File: config.mk
export PLATFORM = sky130hd
export DESIGN_NAME = serial_adder_flat
export DESIGN_NICKNAME = d
export VERILOG_FILES = /design/src/rtl/serial_adder_if.sv /design/src/rtl/serial_adder.sv /design/src/flat_wrapper.sv
export SDC_FILE = /design/constraint.sdc
export NUM_CORES = 1
export LEC_CHECK = 0
export ABC_CLOCK_PERIOD_IN_PS = 1500
export CAP_MARGIN = 20
export CORE_MARGIN = 2
export CORE_UTILIZATION = 46
export DETAILED_ROUTE_END_ITERATION = 16
export PLACE_DENSITY_LB_ADDON = 0.25
export SETUP_SLACK_MARGIN = 0.05
export SLEW_MARGIN = 10
export SYNTH_ARGS = -nofsm -noshare
export SYNTH_HDL_FRONTEND = slang
export SYNTH_SLANG_ARGS = --single-unit
File: constraint.sdc
create_clock -name clk -period 1.5 [get_ports clk]
set_input_delay 0.45 -clock clk [delete_from_list [all_inputs] [get_ports clk]]
set_output_delay 0.45 -clock clk [all_outputs]
set_load 0.02 [all_outputs]
File: src/rtl/serial_adder_if.sv
// serial_adder_if: request/result bundle for the bit-serial adder.
//   master: drives start/a/b/cin, observes busy/done/sum/cout.
//   slave : the adder side (opposite directions).
//   WIDTH must match the WIDTH of the attached serial_adder.
interface serial_adder_if #(
  parameter int WIDTH = 8
);
  logic             start;
  logic [WIDTH-1:0] a;
  logic [WIDTH-1:0] b;
  logic             cin;
  logic             busy;
  logic             done;
  logic [WIDTH-1:0] sum;
  logic             cout;

  modport master (
    output start, a, b, cin,
    input  busy, done, sum, cout
  );

  modport slave (
    input  start, a, b, cin,
    output busy, done, sum, cout
  );
endinterface

File: src/rtl/serial_adder.sv
// serial_adder: bit-serial ripple adder built around a single 1-bit
// mux-based full-adder slice. One operand bit pair is consumed per clock,
// LSB first; the carry lives in a flop between cycles.
//
// Ports:
//   clk      rising-edge clock
//   rst      asynchronous active-high reset
//   bus      serial_adder_if.slave
//              start  request, sampled only in IDLE
//              a, b   operands, captured on the accepting edge
//              cin    carry-in, captured on the accepting edge
//              busy   high while adding (WIDTH cycles)
//              done   one-cycle completion pulse
//              sum    registered result of the last completed add
//              cout   registered carry-out of the last completed add
//
// {cout,sum} = a + b + cin. Latency from the accepting edge to done is WIDTH
// cycles; one add every WIDTH+2 cycles at best.
module serial_adder #(
  parameter int WIDTH = 8
) (
  input  logic          clk,
  input  logic          rst,
  serial_adder_if.slave bus
);

  localparam int            CW   = (WIDTH > 1) ? $clog2(WIDTH) : 1;
  localparam logic [CW-1:0] LAST = CW'(WIDTH - 1);

  typedef enum logic [1:0] {
    IDLE  = 2'd0,
    SHIFT = 2'd1,
    DONE  = 2'd2
  } state_t;

  state_t state_reg, state_next;

  logic [WIDTH-1:0] ra_reg;
  logic [WIDTH-1:0] rb_reg;
  logic [WIDTH-1:0] ps_reg;
  logic [WIDTH-1:0] sum_reg;
  logic             c_reg;
  logic             cout_reg;
  logic [CW-1:0]    cnt_reg;

  logic             last_bit;
  logic             prop;
  logic             s_bit;
  logic             c_next;
  logic [WIDTH-1:0] ps_next;

  assign last_bit = (cnt_reg == LAST);

  // Mux-based full-adder slice. prop = b ^ c selects between the two
  // possible results: the sum bit is a inverted or passed depending on prop,
  // and the carry is a when b and c disagree, otherwise b (== c).
  assign prop    = rb_reg[0] ^ c_reg;
  assign s_bit   = ra_reg[0] ? ~prop : prop;
  assign c_next  = prop ? ra_reg[0] : rb_reg[0];
  assign ps_next = {s_bit, ps_reg[WIDTH-1:1]};

  // Next-state logic
  always_comb begin
    state_next = state_reg;
    case (state_reg)
      IDLE:    if (bus.start) state_next = SHIFT;
      SHIFT:   if (last_bit)  state_next = DONE;
      DONE:    state_next = IDLE;
      default: state_next = IDLE;
    endcase
  end

  always_ff @(posedge clk or posedge rst) begin
    if (rst) begin
      state_reg <= IDLE;
    end else begin
      state_reg <= state_next;
    end
  end

  // Datapath: operand shifters, carry flop, partial sum, result registers
  always_ff @(posedge clk or posedge rst) begin
    if (rst) begin
      ra_reg   <= '0;
      rb_reg   <= '0;
      ps_reg   <= '0;
      c_reg    <= 1'b0;
      cnt_reg  <= '0;
      sum_reg  <= '0;
      cout_reg <= 1'b0;
    end else begin
      case (state_reg)
        IDLE: begin
          if (bus.start) begin
            ra_reg  <= bus.a;
            rb_reg  <= bus.b;
            c_reg   <= bus.cin;
            cnt_reg <= '0;
            ps_reg  <= '0;
          end
        end
        SHIFT: begin
          ra_reg <= ra_reg >> 1;
          rb_reg <= rb_reg >> 1;
          ps_reg <= ps_next;
          c_reg  <= c_next;
          // Hold the counter on the final bit so it can never wrap when
          // WIDTH is a power of two.
          if (last_bit) begin
            sum_reg  <= ps_next;
            cout_reg <= c_next;
          end else begin
            cnt_reg <= cnt_reg + CW'(1);
          end
        end
        default: ;
      endcase
    end
  end

  // Status outputs decode the state register directly, so they are glitch-free
  // flop outputs with no path from the inputs.
  assign bus.busy = (state_reg == SHIFT);
  assign bus.done = (state_reg == DONE);
  assign bus.sum  = sum_reg;
  assign bus.cout = cout_reg;

endmodule

File: src/flat_wrapper.sv
// flat-port wrapper written by rule: the top's interface ports become plain ports
module serial_adder_flat 
#(
  parameter int WIDTH = 8
)
  (clk, rst, bus_start, bus_a, bus_b, bus_cin, bus_busy, bus_done, bus_sum, bus_cout);
  serial_adder_if #(.WIDTH(WIDTH)) bus_i ();
  input  logic clk;
  input  logic rst;
  input wire logic [$bits(bus_i.start)-1:0] bus_start;
  input wire logic [$bits(bus_i.a)-1:0] bus_a;
  input wire logic [$bits(bus_i.b)-1:0] bus_b;
  input wire logic [$bits(bus_i.cin)-1:0] bus_cin;
  output wire logic [$bits(bus_i.busy)-1:0] bus_busy;
  output wire logic [$bits(bus_i.done)-1:0] bus_done;
  output wire logic [$bits(bus_i.sum)-1:0] bus_sum;
  output wire logic [$bits(bus_i.cout)-1:0] bus_cout;
  assign bus_i.start = bus_start;
  assign bus_i.a = bus_a;
  assign bus_i.b = bus_b;
  assign bus_i.cin = bus_cin;
  assign bus_busy = bus_i.busy;
  assign bus_done = bus_i.done;
  assign bus_sum = bus_i.sum;
  assign bus_cout = bus_i.cout;
  serial_adder #(.WIDTH(WIDTH)) u_core (.clk(clk), .rst(rst), .bus(bus_i));
endmodule
## Word-level counts from Yosys, hierarchy flattened

Index checks and enable logic that the tools add are counted.

- Equality and inequality tests: 6
- Magnitude comparators: 0
- Div/mod/pow operators: 0
- Bitwise gates (word level): 2
- Reductions and logical operators: 6
- Multipliers: 0
- Shift-type cells: 0
- $add $sub $neg: 1
- Multiplexer cells: 16

Operator list:

| operator | count |
|---|---|
| $pmux W8 S2 | 3 |
| $mux W8 | 3 |
| $mux W3 | 2 |
| $pmux W3 S2 | 1 |
| $reduce_and A2 Y1 | 3 |
| $mux W2 | 2 |
| $ne A2 B2 Y1 const B | 2 |
| $pmux W2 S2 | 1 |
| $add A3 B1 Y3 const B | 1 |
| $eq A3 B3 Y1 const B | 1 |
| $mux W1 | 3 |
| $reduce_and A3 Y1 | 1 |
| $eq A2 B1 Y1 const B | 1 |
| $eq A2 B2 Y1 const B | 1 |
| $logic_not A2 Y1 | 1 |
| $ne A2 B1 Y1 const B | 1 |
| $pmux W1 S2 | 1 |
| $reduce_bool A2 Y1 | 1 |
| $not A1 Y1 | 1 |
| $xor A1 B1 Y1 | 1 |

- Output and inout bits: 11
- Memories: 0
- Memory bits (writable): 0
- Register bits: 39
- Latch bits: 0
- ROM bits: 0
- Logic and storage cells: 39

## Longest topological paths before layout

Gate-level depths: netlist of run 1.

- Depth after elaboration: 4
- Mapped depth: 7
- Gate-level depth less buffers: 5

## Worst setup path after synthesis of run 1

Ideal clock, no wire load.

- Path kind: register -> register
- Start point: register u_core.cnt_reg[0]
- End point: register u_core.sum_reg[0], in the netlist u_core.bus.sum[0]
- Path slack: -0.022 ns
- Stages on the path, launching flop included: 6
- Buffers on the path: 1
- Data arrival time: 1.397 ns
- Cells stage by stage: dfrtp_1 > ha_1 > ha_1 > nand3b_1 > buf_4 > mux2_2

- Word-level cells in the longest chain between the ends: 2

Ends and longest elaborated chain:

| element | RTL line | source |
|---|---|---|
| from (decl) | serial_adder.sv:44 | `logic [CW-1:0] cnt_reg;` |
| from (signal assigned) | serial_adder.sv:113 | `cnt_reg <= cnt_reg + CW'(1);` |
| $eq A3 B3 Y1 | serial_adder.sv:52 | `assign last_bit = (cnt_reg == LAST);` |
| $reduce_and A2 Y1 (no line) | -- |  |
| to (signal assigned) | serial_adder.sv:110 | `sum_reg <= ps_next;` |
| to (decl) | serial_adder.sv:41 | `logic [WIDTH-1:0] sum_reg;` |

No other way between the ends.
A chain may end at the register's enable or synchronous reset.

## Worst setup path after layout of run 1

- Start point: register u_core.cnt_reg[1]
- End point: register u_core.sum_reg[5], in the netlist u_core.bus.sum[5]

The elaborated chain is that of the path after synthesis.

==> results of run 1 <==
through the flow:
step / TNS (ps) / power, mW
global route: -422.6 / 4.882
global placement: -5230 / 3.570
floorplan: 0 / 3.057
finish: -202.0 / 4.558
CTS: -188.0 / 4.584
detailed placement: -6028 / 3.667
layer usage:
| layer | track usage, % | part of all wire [%] | vias to the layer above |
|---|---|---|---|
| met5 | 0 | 0 | - |
| met4 | 6.383 | 1.6 | 0 |
| met3 | 5.382 | 4.3 | 5 |
| met2 | 30.15 | 48 | 20 |
| met1 | 25.14 | 46 | 571 |
| li1 | - | - | 578 |
tightest hold or removal path, cell delays in order, from the launching register on:
cell and delay (ps):
dfrtp_1 350, nand2_1 50, o21ai_0 60
logic make-up (layout without fill, tap and decap cells):
group / after synthesis / in the layout
mux: 25 / 25
flops: 38 / 38
simple gates: 27 / 27
compound gates: 32 / 32
xor+xnor: 2 / 2
fa+ha+maj: 3 / 3
buf+inv: 12 / 59
where the power goes:
group	internal (mW)	switching, mW
registers	1.47	0.308
clock network	0.371	0.356
logic	1.08	0.973
timing repair:
action                     in CTS  in global routing
pin swaps                       4                  0
setup endpoints to repair      22                 21
gates cloned                    2                  0
gates resized for setup        42                 13
hold endpoints to repair        0                  0
setup buffers                   5                  0
worst paths after layout:
path / to / startpoint / cells after the start / slack, ps
worst max-delay path: u_core.bus.sum[5]$_DFFE_PP0P_ / u_core.cnt_reg[1]$_DFFE_PP0P_ / 6 / -40
worst min-delay path: u_core.ra_reg[3]$_DFFE_PP0P_ / u_core.ra_reg[4]$_DFFE_PP0P_ / 2 / 480
worst max register to register: u_core.bus.sum[5]$_DFFE_PP0P_ / u_core.cnt_reg[1]$_DFFE_PP0P_ / 6 / -40
worst min register to register: u_core.ra_reg[3]$_DFFE_PP0P_ / u_core.ra_reg[4]$_DFFE_PP0P_ / 2 / 480
max in group asynchronous: u_core.ra_reg[7]$_DFFE_PP0P_ / rst / 3 / 790
min in group asynchronous: u_core.bus.sum[2]$_DFFE_PP0P_ / rst / 3 / 500
layout make-up:
| cell class | count | area, um2 |
|---|---|---|
| clock inverter | 1 | 5.005 |
| clock buffer | 7 | 86.33 |
| tap | 48 | 60.06 |
| timing repair buffer | 47 | 488.0 |
| fill | 291 | 1276 |
| multi-input combinational | 89 | 721.9 |
| inverter | 4 | 17.52 |
| sequential | 38 | 950.9 |
placed cells by master (no fill, tap or decap), types with 5 or more instances in the layout:
master           count
mux2_4               8
buf_4                9
buf_6                6
o21ai_0              9
clkdlybuf4s50_1     18
o21ai_1              9
clkbuf_8             6
a22o_1              11
mux2i_1             16
nand2_1             18
dfrtp_1             38
clkdlybuf4s15_1      5
==> run metrics, run 1 <==
Post-Synth XOR/XNOR Area 1.031%; RSZ-0062 raised after global routing yes; clock-pin transition on the worst setup and hold timing paths 70 ps; maximum clock insertion buffer count 2; Largest delay share family, worst path flip-flops; Max Fanout on Critical Path 6; Die Y 64.78 um; distinct cell type count after synthesis 27; clock latency on the worst-skew pair roughly 290 ps; Final Hold Vio Count 0; status complete, but fails checks; H-tree levels 2; vias in the first global route roughly 1300; failing checks negative setup slack; Post-CTS Hold Fix Bufs 0; Routed WL about 3500 um; design area 0.002330 mm2; actual slew at the worst max-slew pin about 260 ps; Num CTS Buffers 5; GRT Overall Usage 19.01%; layout net count around 210; Lkg Pwr 1.135 nW; Die Span X 64.78 um; max incr delay on CP slightly below 400 ps; Inserted Diodes 0; initial DRC count 42; WL/cell 15.03 um; post-layout util 64.61%; Initial Util between 40% and 50%; Synth Instances around 140; DR vias 1174; number of setup violations in the final report 7; hold crit path type flip-flop to flip-flop; area grow syn2layout 37.11%; Ports 31; hold_ws slightly below 500 ps; register area share after synthesis between 50% and 60%; worst vdd ir about 870 uV; simple-gate share of the synthesized area between 8 and 9%; most used flip-flop cell after synthesis dfrtp_1; most common cell in the synthesized netlist dfrtp_1; core area around 0.0036 mm2; Worst slew margin slightly above 80%; largest area contributor in the netlist dfrtp_1; row count 22; Critical Path RT 1670 ps; Post-DP HPWL about 2200 um; commonest cells in the netlist dfrtp_1 (38), nand2_1 (18), mux2i_1 (16), a22o_1 (11), o21ai_0 (10); GRT Residual Overflow 0; Synthesized Nets between 150 and 200; Netlist Area Pre-Place 0.001699 mm2; Synth Warn # 0; TritonCTS clock tree built; CP endpoint kind flip-flop; CTS Sinks 38; Inst Count DP 220; Max Slew Vio Count 0; Post-DRT Antenna Nets 0; Final Worst Setup Slack -38.10 ps; Yosys top cell area share about 56%; kind of critical path flip-flop to flip-flop; post-synthesis register bit count 38; residual DRC count 0; power density cells 1956 mW/mm2; EDFF count, synth 0; Max-cap violations 0; Setup Skew a little under 10 ps; post-route non-filler standard cell count ~230; crit path time final between 1500 and 2000 ps; multiplexer share of the synthesized area 15.39%; cells along the critical path ha_2 > ha_4 > nand3b_1 > buf_4 > buf_12 > mux2_4; Root Driver clkbuf_8; global-route wire length before repair between 5000 and 6000 um; dpl ws -269.2 ps; Placed Area 0.002108 mm2; Buf/Inv on CP 2; Via density 5.017; Async SR Flop Fraction 100.0%; Fmax 650.2 MHz; compound-cell area share of the yosys netlist 12.08%; Slowest-stage cell, CP dfrtp_1; DR pass1 iterations 4; Avg Synthesized Cell Area roughly 12 um2; I/O Buffers 30; initial antenna violation count 0; fin crit share 102.5%; Synth Area in Adders a little over 2%; Die Area around 0.0042 mm2; main combinational cell family by area after synthesis multiplexers; crit path DAT ~1700 ps; largest net degree at the start of global routing 39; final RePlAce weighted congestion 0.7106; Startpoint Class flip-flop; layout cells sized above 1 ~25%; largest cells by area after synthesis dfrtp_1 (56%), mux2i_1 (9.4%), mux2_2 (6.0%), a22o_1 (5.7%), nand2_1 (4.0%)
(Power assumes the default switching activity.)
==> inputs of run 2 (changes only) <==
Settings changed: ABC_AREA set to 1, CAP_MARGIN 20 to unset.
==> run 2 against run 1 <==
The run still ends with negative setup slack left. Cell area decreased by 8.8%. Synthesized cell count increased by 35%. Via count increased by 17%. Sequential share of layout area increased by 3.9 points. Register-to-register slack improved by 210 ps. Clock skew increased by 1.9 ps. Non-clock buffer count decreased by 5. Final cell count increased by 19%. Area after synthesis decreased by 1.2%. Critical path type is now flip-flop to output port.
==> run metrics, run 2 <==
Lkg Pwr 1.057 nW (-6.9%); CTS Sinks 38 (unchanged); final RePlAce weighted congestion 0.7506 (+5.6%); actual slew at the worst max-slew pin 241.3 ps (-20.27 ps); commonest non-fill, non-tap cells in the layout nand2_1 (65), dfrtp_1 (38), clkdlybuf4s50_1 (19); Final Hold Vio Count 0 (unchanged); Worst slew margin 83.74% (+1.2 points); Die Y 64.42 um (-0.56%); Inserted Diodes 0 (unchanged); area grow syn2layout 26.53%; Setup Skew 11.69 ps (+1.876 ps); vias in the first global route 1356 (+6.4%); power density cells 1952 mW/mm2 (-0.24%); crit path time final 1513 ps (-25.56 ps); Netlist Area Pre-Place 0.001679 mm2 (-1.2%); global-route wire length before repair 6058 um (+2.0%); Max Slew Vio Count 0 (unchanged); Synth Warn # 0 (unchanged); Critical Path RT 1050 ps (-620 ps); maximum clock insertion buffer count 2 (unchanged); row count 21 (-4.5%); Yosys top cell area share 56.63% (+0.67 points); Post-DRT Antenna Nets 0 (unchanged); fin crit share 100.8% (-1.7 points); distinct cell type count after synthesis 17 (-37%); TritonCTS clock tree built; Routed WL 3495 um (-0.65%); Post-DP HPWL 2524 um (+15%); Async SR Flop Fraction 100.0% (unchanged); EDFF count, synth 0 (unchanged); Fin Setup TNS -12.54 ps (+189.5 ps); status complete, but fails checks; DR pass1 iterations 5 (+1); r2r setup slk 170 ps (+210 ps); Avg Synthesized Cell Area 8.931 um2 (-27%); DR vias 1374 (+17%); post-layout util 62.20% (-2.4 points); most used flip-flop cell after synthesis dfrtp_1; CP endpoint kind output port; Startpoint Class flip-flop; H-tree levels 2 (unchanged); failing checks negative setup slack; dpl ws -153.7 ps (+115.5 ps); largest net degree at the start of global routing 39 (unchanged); layout net count 254 (+23%); largest area contributor in the netlist dfrtp_1; Max-cap violations 0 (unchanged); hold crit path type input pin to async pin; Ports 31 (unchanged); number of setup violations in the final report 1 (-6); RSZ-0062 raised after global routing yes; residual DRC count 0 (unchanged); kind of critical path flip-flop to output port; Fmax 661.1 MHz (+1.7%); commonest cells in the netlist nand2_1 (65), dfrtp_1 (38), o21ai_0 (18), nor2_1 (16), a21oi_1 (14); most common cell in the synthesized netlist nand2_1; clock-pin transition on the worst setup and hold timing paths 120 ps (+50 ps); Final Worst Setup Slack -12.54 ps (+25.56 ps); leading cell type in the layout, fill and taps excluded nand2_1; Via density 4.925 (-1.8%); I/O Buffers 30 (unchanged); Die Span X 64.42 um (-0.56%); clock latency on the worst-skew pair 340 ps (+50 ps); Power Total 4.146 mW (-9.0%); layout cells sized above 1 17.60% (-7.1 points); Die Area 0.004149 mm2 (-1.1%); crit path DAT 1060 ps (-650 ps); initial DRC count 59 (+40%); largest cells by area after synthesis dfrtp_1 (57%), nand2_1 (15%), o21ai_0 (5.4%), a21oi_1 (4.2%), nor2_1 (3.6%); worst vdd ir 833.9 uV (-3.9%); Initial Util 49.16% (+2.0 points); GRT Overall Usage 19.07% (+0.063 points); Num CTS Buffers 5 (unchanged); Max Fanout on Critical Path 2 (-4); Root Driver clkbuf_4; Synth Instances 188 (+35%); GRT Residual Overflow 0 (unchanged); register area share after synthesis 56.63% (+0.67 points); hold_ws 437.7 ps (-45.23 ps); Synthesized Nets 210 (+30%); initial antenna violation count 0 (unchanged); core area 0.003416 mm2 (-5.3%); post-synthesis register bit count 38 (unchanged); WL/cell 12.53 um (-17%)
[run 2: cell count changes in the layout (fill, tap and decap cells not counted), sizes merged, moves of 6 or more]
cell,delta
a21oi,+12
a22o,-11
clkdlybuf4s15,-6
inv,+7
mux2,-9
mux2i,-16
nand2,+50
nand3,+6
nor2,+15
o21ai,+6
[run 2: metal layers]
metal	wire [um]	vias up	track usage (%)	share of wire, %
met3	160	8	3.299	4.6
met5	0	-	0	0
met1	1465	641	22.88	42
li1	-	693	-	-
met2	1783	32	33.59	51
met4	85	0	8.511	2.4
[run 2: cell type report]
type,count,area (um2)
fillers,315,1291
flip-flops and latches,38,950.9
multi-input cells,134,643.1
repair buffers,42,369.1
well taps,46,57.56
clock buffers,7,55.05
inverters,11,43.79
clock inverters,1,5.005
[run 2: path summary, 6_finish.rpt]
check | start | cells after the start | to
max in group asynchronous | rst | 3 | u_core.rb_reg[4]$_DFFE_PP0P_
hold reg to reg | u_core.ps_reg[3]$_DFFE_PP0P_ | 2 | u_core.ps_reg[3]$_DFFE_PP0P_
hold / removal | rst | 3 | u_core.ps_reg[1]$_DFFE_PP0P_
setup / recovery | u_core.state_reg[1]$_DFFE_PP0P_ | 3 | bus_done
setup reg to reg | u_core.state_reg[1]$_DFFE_PP0P_ | 7 | u_core.rb_reg[5]$_DFFE_PP0P_
min in group clk | u_core.ps_reg[3]$_DFFE_PP0P_ | 2 | u_core.ps_reg[3]$_DFFE_PP0P_
[run 2: kinds of logic after synthesis]
logic type                 after synthesis  share of synthesized area (%)
buffers and inverters                   16                          5.589
adders and majority gates                2                          1.490
DFF                                     38                          56.63
AOI/OAI and AO/OA                       38                          11.77
and+or+nand+nor                         94                          24.52
[run 2: timing repair]
item                       4_1_cts  5_1_grt
hold buffers                     0        0
pin swaps                        0        2
setup buffers                    0        3
resized for setup               43        6
setup endpoints to repair       11       20
[run 2: per-stage QoR]
| step | instance area, um2 | cells |
|---|---|---|
| global route | 2125 | 279 |
| finish | 2125 | 279 |
| floorplan | 1679 | 188 |
| global placement | 2077 | 268 |
| detailed placement | 2077 | 268 |
| CTS | 2116 | 276 |
[run 2: critical path, cell delays in order (launching register included)]
cell,delay [ps]
dfrtp_1,420
inv_2,60
nor2_1,90
buf_4,150
[run 2: report_power, final]
group | switching (mW) | leakage [nW] | internal (mW) | total [mW]
Combinational | 1.10 | 0.545 | 0.727 | 1.83
Clock | 0.325 | 0.0353 | 0.227 | 0.553
Sequential | 0.265 | 0.477 | 1.50 | 1.77
==> inputs of run 3 (changes only) <==
Settings changed: CORE_UTILIZATION 46 to 35.
==> run 3 against run 2 <==
The run now ends clean. Die area is 29% higher. Non-clock buffer count fell by 1. Clock skew is 1.3 ps lower. Worst setup slack improved by 50 ps. Fmax up 3.4%. Combinational power hardly changed. Largest cell class unchanged.
==> run metrics, run 3 (synthesis gave the netlist of run 2 again) <==
status finished, final reports clean; worst vdd ir 566.7 uV (-32%); TritonCTS clock tree built; fin crit share 97.53% (-3.3 points); Ports 31 (unchanged); initial antenna violation count 0 (unchanged); maximum clock insertion buffer count 2 (unchanged); Post-CTS Hold Fix Bufs 0 (unchanged); met2 Resource Use GR 20.32% (-13 points); Routed WL 3546 um (+1.5%); post-layout util 47.28% (-15 points); met3 GRT Util 4.801% (+1.5 points); clock-pin transition on the worst setup and hold timing paths 80 ps (-40 ps); crit path time final 1463 ps (-49.66 ps); kind of critical path flip-flop to output port; Slowest-stage cell, CP dfrtp_1; GRT Overall Usage 15.02% (-4.0 points); CTS Sinks 38 (unchanged); Crit. path cell count 3 (unchanged); row count 25 (+19%); vias in the first global route 1297 (-4.4%); power density cells 1971 mW/mm2 (+1.0%); area grow syn2layout 31.22%; r2r setup slk 190 ps (+20 ps); Lkg Pwr 1.070 nW (+1.2%); layout net count 253 (-0.39%); Die Y 73.27 um (+14%); Power Total 4.343 mW (+4.7%); leading cell type in the layout, fill and taps excluded nand2_1; Die Span X 73.27 um (+14%); commonest non-fill, non-tap cells in the layout nand2_1 (65), dfrtp_1 (38), clkdlybuf4s50_1 (19); clock latency on the worst-skew pair 290 ps (-50 ps); Top Usage Layer GRT met1; core area 0.004661 mm2 (+36%); Inserted Diodes 0 (unchanged); Critical Path RT 1050 ps (about the same); crit path DAT 1010 ps (-50 ps); GRT Residual Overflow 0 (unchanged); Post-DRT Antenna Nets 0 (unchanged); Buf/Inv on CP 2 (unchanged); max incr delay on CP 420 ps (about the same); actual slew at the worst max-slew pin 252.8 ps (+11.48 ps); I/O Buffers 30 (unchanged); H-tree levels 2 (unchanged); Root Driver clkbuf_8; Post-DP HPWL 2429 um (-3.8%); Max Fanout on Critical Path 3 (+1); Worst Setup SP u_core.state_reg[0]$_DFFE_PP0P_; cells along the critical path inv_2 > nor2_4 > buf_6; Worst R2R End u_core.ra_reg[2]$_DFFE_PP0P_; Num CTS Buffers 5 (unchanged); Initial Util 36.03% (-13 points); Worst R2R Start u_core.state_reg[1]$_DFFE_PP0P_; Die Area 0.005368 mm2 (+29%); Startpoint Class flip-flop; DR vias 1352 (-1.6%); RSZ-0062 raised after global routing yes; Max-cap violations 0 (unchanged); hold crit path type flip-flop to flip-flop; residual DRC count 0 (unchanged); grt met1 use 21.76% (-1.1 points); Worst slew margin 82.97% (-0.77 points); layout cells sized above 1 15.09% (-2.5 points); Via density 4.727 (-4.0%); initial DRC count 116 (+97%); largest net degree at the start of global routing 39 (unchanged); Fmax 683.6 MHz (+3.4%); CP endpoint kind output port; final RePlAce weighted congestion 0.7453 (-0.71%); Largest delay share family, worst path flip-flops; global-route wire length before repair 6037 um (-0.35%); Final Hold Vio Count 0 (unchanged); Max Slew Vio Count 0 (unchanged); hold_ws 472.8 ps (+35.17 ps); reg2reg path depth 6 (-1); crit path capture bus_busy; WL/cell 12.40 um (-1.0%); number of setup violations in the final report 0 (-1); Setup Skew 10.43 ps (-1.252 ps); DR pass1 iterations 4 (-1)
-- run 3: final cells by class --
| class | count | area (um2) |
|---|---|---|
| flip-flops and latches | 38 | 950.9 |
| clock buffers | 7 | 86.33 |
| fillers | 456 | 2457 |
| well taps | 54 | 67.56 |
| clock inverters | 1 | 5.005 |
| repair buffers | 41 | 407.9 |
| multi-input cells | 134 | 641.9 |
| inverters | 11 | 43.79 |
-- run 3: report_power, final --
part           switching (mW)  internal [mW]  total [mW]
combinational            1.08          0.772        1.85
sequential              0.262           1.50        1.77
clock                   0.351          0.371       0.722
total                    1.70           2.65        4.34
-- run 3: how the worst min path moves through the flow --
| stage | from | to | slack (ps) | cells past startpoint |
|---|---|---|---|---|
| floorplan | u_core.ps_reg[2]$_DFFE_PP0P_ | u_core.ps_reg[2]$_DFFE_PP0P_ | 440 | 2 |
| global placement | u_core.ps_reg[4]$_DFFE_PP0P_ | u_core.ps_reg[4]$_DFFE_PP0P_ | 460 | 2 |
| detailed placement | u_core.ps_reg[3]$_DFFE_PP0P_ | u_core.ps_reg[3]$_DFFE_PP0P_ | 460 | 2 |
| CTS | u_core.ps_reg[3]$_DFFE_PP0P_ | u_core.ps_reg[3]$_DFFE_PP0P_ | 480 | 2 |
| global route | u_core.ps_reg[3]$_DFFE_PP0P_ | u_core.ps_reg[3]$_DFFE_PP0P_ | 500 | 2 |
| finish | u_core.ps_reg[3]$_DFFE_PP0P_ | u_core.ps_reg[3]$_DFFE_PP0P_ | 470 | 2 |
-- run 3: repair_timing --
| action | in CTS | in global routing |
|---|---|---|
| resized for setup | 24 | 13 |
| setup endpoints to repair | 11 | 12 |
| endpoints found under the hold margin | 0 | 0 |
| pin swaps | 0 | 0 |
| setup buffers | 0 | 1 |
-- run 3: routing by layer --
metal,vias to the layer above,part of all wire [%]
li1,690,-
met1,629,51
met2,28,41
met3,5,5.5
met4,0,1.8
met5,-,0
-- run 3: worst min-delay path, delay by kind of cell (launching register included) --
kind	cells	cell delay [ps]
simple gates	2	100
flops	1	340
-- run 3: per-stage QoR --
| step | instance area (um2) | instances | setup WS, ps | TNS (ps) |
|---|---|---|---|---|
| after global routing | 2203 | 286 | -10.27 | -20.02 |
| after global placement | 2107 | 277 | -193.1 | -2634 |
| after CTS | 2195 | 285 | 6.395 | 0 |
| final | 2203 | 286 | 37.12 | 0 |
| after detailed placement | 2107 | 277 | -176.2 | -2806 |
| after floorplan | 1679 | 188 | 189.1 | 0 |
